==> config.mk <==
export PLATFORM = sky130hd
export DESIGN_NAME = reg_load_arbiter
export DESIGN_NICKNAME = d
export VERILOG_FILES = /design/src/rtl/reg_load_arbiter.sv
export SDC_FILE = /design/constraint.sdc
export NUM_CORES = 1
export LEC_CHECK = 0
export ABC_AREA = 1
export CAP_MARGIN = 20
export CORE_UTILIZATION = 54
export CTS_CLUSTER_SIZE = 20
export DETAILED_ROUTE_END_ITERATION = 10
export GPL_ROUTABILITY_DRIVEN = 0
export HOLD_SLACK_MARGIN = 0.05
export MAX_ROUTING_LAYER = met4
export PLACE_DENSITY_LB_ADDON = 0.2
export SLEW_MARGIN = 5
export SYNTH_ARGS = -nofsm -noshare
export SYNTH_HDL_FRONTEND = slang
export SYNTH_SLANG_ARGS = --single-unit
==> constraint.sdc <==
create_clock -name clk -period 1.9 [get_ports clk]
set_input_delay 0.285 -clock clk [delete_from_list [all_inputs] [get_ports clk]]
set_output_delay 0.285 -clock clk [all_outputs]
set_load 0.03 [all_outputs]
==> src/rtl/reg_load_arbiter.sv <==
// Round-robin arbiter loading one of four 4-bit requester lanes into a shared
// register, one load slot per prescaler wrap (every 2^DIV_W clocks).
module reg_load_arbiter #(
    parameter int unsigned DIV_W = 26
) (
    input  logic        clk,
    input  logic        reset,
    input  logic [3:0]  req,
    input  logic [15:0] din,
    input  logic        clr,
    output logic [3:0]  dout,
    output logic [3:0]  gnt,
    output logic [1:0]  owner,
    output logic        dvalid,
    output logic        tick
);

    typedef enum logic {
        ST_WAIT  = 1'b0,
        ST_GRANT = 1'b1
    } state_t;

    state_t           r_state;
    state_t           w_state_nxt;
    logic [DIV_W-1:0] r_presc;
    logic [3:0]       r_dout;
    logic [3:0]       r_gnt;
    logic [1:0]       r_owner;
    logic [1:0]       r_ptr;
    logic             r_dvalid;

    logic [3:0]       w_dout_nxt;
    logic [3:0]       w_gnt_nxt;
    logic [1:0]       w_owner_nxt;
    logic [1:0]       w_ptr_nxt;
    logic             w_dvalid_nxt;
    logic             w_tick;
    logic             w_hit;
    logic [1:0]       w_sel;
    logic [1:0]       w_idx;

    assign w_tick = &r_presc;
    assign tick   = w_tick;
    assign dout   = r_dout;
    assign gnt    = r_gnt;
    assign owner  = r_owner;
    assign dvalid = r_dvalid;

    // Round-robin search starting just after the last winner; ptr itself is tried last.
    always_comb begin
        w_sel = r_ptr;
        w_hit = 1'b0;
        w_idx = r_ptr;
        for (int k = 1; k <= 4; k++) begin
            w_idx = r_ptr + 2'(k);
            if (!w_hit && req[w_idx]) begin
                w_hit = 1'b1;
                w_sel = w_idx;
            end
        end
    end

    // Next-state and next-output logic; clr always beats a load slot.
    always_comb begin
        w_state_nxt  = r_state;
        w_dout_nxt   = r_dout;
        w_gnt_nxt    = 4'b0000;
        w_owner_nxt  = r_owner;
        w_ptr_nxt    = r_ptr;
        w_dvalid_nxt = r_dvalid;
        case (r_state)
            ST_WAIT: begin
                if (clr) begin
                    w_dout_nxt   = 4'h0;
                    w_dvalid_nxt = 1'b0;
                end else if (w_tick && w_hit) begin
                    w_state_nxt  = ST_GRANT;
                    w_dout_nxt   = din[4*w_sel +: 4];
                    w_gnt_nxt    = 4'b0001 << w_sel;
                    w_owner_nxt  = w_sel;
                    w_ptr_nxt    = w_sel;
                    w_dvalid_nxt = 1'b1;
                end
            end
            ST_GRANT: begin
                w_state_nxt = ST_WAIT;
                if (clr) begin
                    w_dout_nxt   = 4'h0;
                    w_dvalid_nxt = 1'b0;
                end
            end
            default: w_state_nxt = ST_WAIT;
        endcase
    end

    always_ff @(posedge clk or negedge reset) begin
        if (!reset) begin
            r_state <= ST_WAIT;
        end else begin
            r_state <= w_state_nxt;
        end
    end

    // Datapath registers; ptr resets to 3 so requester 0 wins the first slot.
    always_ff @(posedge clk or negedge reset) begin
        if (!reset) begin
            r_presc  <= '0;
            r_dout   <= 4'h0;
            r_gnt    <= 4'b0000;
            r_owner  <= 2'd0;
            r_ptr    <= 2'd3;
            r_dvalid <= 1'b0;
        end else begin
            r_presc  <= r_presc + DIV_W'(1);
            r_dout   <= w_dout_nxt;
            r_gnt    <= w_gnt_nxt;
            r_owner  <= w_owner_nxt;
            r_ptr    <= w_ptr_nxt;
            r_dvalid <= w_dvalid_nxt;
        end
    end

endmodule

==> impl_metrics.yaml <==
yosys:
  synth_nets: 297
  postSynthAreaPerCell_um2: 8.26
  synth-seq-cells: 40
  synthesis.yosys.warnings: 0
  synth-seq-area-share_pct: 44.5
  synthTopCellsByArea: "dfrtp_1 42%, nand2_1 13%, nand3_1 8.2%"
  netlist.area_leader.share_pct: 42.2
  yosysUniqueCellTypes: 28
  post_synth_instance_area_mm2: 0.00226
  synth_cells: 273
  yosysTopAreaCell: "dfrtp_1"
clock_network:
  cts_made_buffers: 5
  worstSkewPairLatency_ps: 290
  clockBufferDepth: 2
  cts_num_sinks: 40
  tritoncts: "built"
  cts.root.buffer_cell: "clkbuf_8"
  clkSlewWorstSetupHoldPaths_ps: 80
  deepest_level_of_the_cts_h_tree: 2
timing:
  grt_setup_unrepaired: "true"
  worst_slew_pin_slew_ps: 487
  finClkSkew_ps: 5.79
  worst_slew_margin_rel_pct: 67.3
  worst_slack_ps: -102
  hold_violations: 0
  timing.hold.ws_ps: 485
  final.min_clock_period_ps: 2000
  setup_violations: 1
  post-route-period-util_pct: 105
  number_of_pins_exceeding_their_max_slew_limit_in_the_final_report: 0
  fin_tns_setup_ps: -102
  highest_attainable_clock_frequency_ghz: 0.500
critical_path:
  timing.critical_path.slowest_stage_cell: "dfrtp_1"
  timing.critical_path.from_type: "flop"
  worst_path_largest_cell_delay_ps: 430
  critical_path_class: "reg -> out"
  crit_arrival_ps: 1720
  path_cells: "nand2_1 -> nor2_2 -> nand4_4 -> nor2_4 -> nand2_2 -> nor2_4 -> nand2_1 -> inv_1 -> buf_6"
  cp-end-kind: "output port"
  worstPathMaxFanout: 4
  required_ps: 1620
grt:
  grt_first_pass_wirelength_mm: 7.99
  groute.layer.met1.usage_pct: 28.7
  grt_antenna_before_repair: 0
  global_route.peak_usage_layer: "met2"
  grt_pass1_vias: 1831
  met3_track_usage_gr_pct: 5.31
  grt_use_total_pct: 24.9
  grt_overflow: 0
  grt_use_met2_pct: 41.9
  grt_max_degree: 41
cells_and_area:
  number_of_diodes_added_for_antenna_fixing: 0
  areaGrowthSynthToFinish_pct: 35.9
  post_route_cells_drive_above_1_share_pct: 23.7
  finish.net_count: 357
  number_of_filler_cells_placed_in_the_layout: 272
die:
  start_util_pct: 56.4
  design.core.area_mm2: 0.00400
  floorplan.die.height_um: 66.6
  die_x_um: 66.6
  fp-row-count: 23
  io-pin-count: 35
  die_area_mm2: 0.00444
flow_run:
  max_cap_viol_count: 0
power:
  power_switching_share_pct: 23.1
  vdd_ir_drop_max_uv: 232
  power.leakage_uw: 0.00137
  power_frac_seq_pct: 53.5
  p_sw_uw: 368
  clockPowerShare_pct: 36.3
  intPower_uw: 1220
  fin_total_pwr_uw: 1590
  combPwrFrac_pct: 10.2
  p_per_area_mw_per_mm2: 519
detailed_routing:
  dr.first_iter.drc_count: 143
  drt_first_pass_iters: 8
  drcViolationCount: 2
  route.vias.total: 2028
  wl_per_cell_um: 13.5
  post_route_wl_mm: 5.17
  avgViaCountPerCell: 5.28
  final_antenna_net_count: 0
status:
  failed_checks: "design-rule violations, negative setup slack"
  run_status: "finished with violations"
placement:
  place.port_buffers: 34
  placement.setup.worst_slack_ps: -54.6
  post-dp-hpwl_mm: 3.55
hold_path:
  min-delay-path-class: "in -> async"
## cell families after synthesis
logic type	count (synthesis)	share of synthesized area (%)
buffers and inverters	30	5.55
adders and majority gates	1	0.555
DFF	40	44.5
AOI/OAI and AO/OA	8	1.83
xor gates and xnor gates	24	9.32
and+or+nand+nor	170	38.3
## power by group through the flow
stage | Combinational, uW | Clock, uW | Sequential, uW
finish | 163 | 577 | 851
global route | 180 | 625 | 851
CTS | 143 | 586 | 851
detailed placement | 141 | 0 | 867
global placement | 140 | 0 | 867
floorplan | 58.8 | 0 | 868
## flip-flops by register name, indices dropped and copies added, names as in the netlist
| register | count |
|---|---|
| r_presc | 26 |
| dout | 4 |
| gnt | 4 |
| owner | 2 |
| r_ptr | 2 |
| dvalid | 1 |
| r_state | 1 |
## metal layers
metal | share of wire, % | wire length (um)
met1 | 41 | 2140
met2 | 53 | 2720
met3 | 3.8 | 197
met4 | 2.1 | 107
met5 | 0 | 0
## layout make-up
type / instances / area, um2 / share of cell area, %
multi-input combinational: 204 / 1290 / 42.1
sequential: 40 / 1000 / 32.7
timing repair buffer: 53 / 498 / 16.2
inverter: 29 / 121 / 3.96
clock buffer: 8 / 90.1 / 2.94
tap: 50 / 62.6 / 2.04
## Yosys cell counts, drive strengths merged
library cell  count
and2              1
nand2            84
nor4              3
ha                1
o21ai             6
nand4             6
xor2             14
a31oi             1
nor2             23
nand3            42
xnor2            10
nor3             11
dfrtp            38
dfstp             2
buf               1
inv              29
a21oi             1
## metrics by stage
stage          cells  cell area [um2]  utilization (%)
2_1_floorplan    273             2260                -
4_1_cts          376             2860             71.5
3_3_place_gp     362             2700             67.4
6_report         384             3070             76.7
5_1_grt          384             3070             76.7
3_5_place_dp     362             2700             67.4
## critical path: cells and delay by family (launching register included)
family | cells | cell delay [ps]
buffers and inverters | 2 | 190
and+or+nand+nor | 7 | 790
DFF | 1 | 430
## final timing paths
check	startpoint	endpoint	slack (ps)	cells after the start
setup / recovery	r_presc[9]	tick	-100	9
hold / removal	reset	r_presc[15]	480	3
setup reg to reg	r_ptr[0]	dout[0]	20	11
hold reg to reg	r_presc[23]	r_presc[23]	490	1
max in group asynchronous	reset	r_ptr[1]	1160	3
min in group clk	r_presc[23]	r_presc[23]	490	1
## what timing repair did
item / in CTS / in global routing
setup buffers: 5 / 7
resized for setup: 4 / 38
pin swaps: 2 / 13
setup endpoints to repair: 1 / 17
endpoints found under the hold margin: 38 / 0
hold buffers: 1 / 0
gates cloned: 0 / 1
## layout by cell type (no fill, tap or decap), drive strengths merged
master	count
o21ai	6
dfstp	2
dlygate4sd3	1
xor2	14
ha	1
and2	1
clkinv	1
nor4	3
a21oi	1
buf	20
dfrtp	38
nand2	85
nor3	11
nand4	6
inv	28
nor2	23
xnor2	10
a31oi	1
nand3	42
clkbuf	8
clkdlybuf4s50	32
Power figures use the tool's default switching activity.
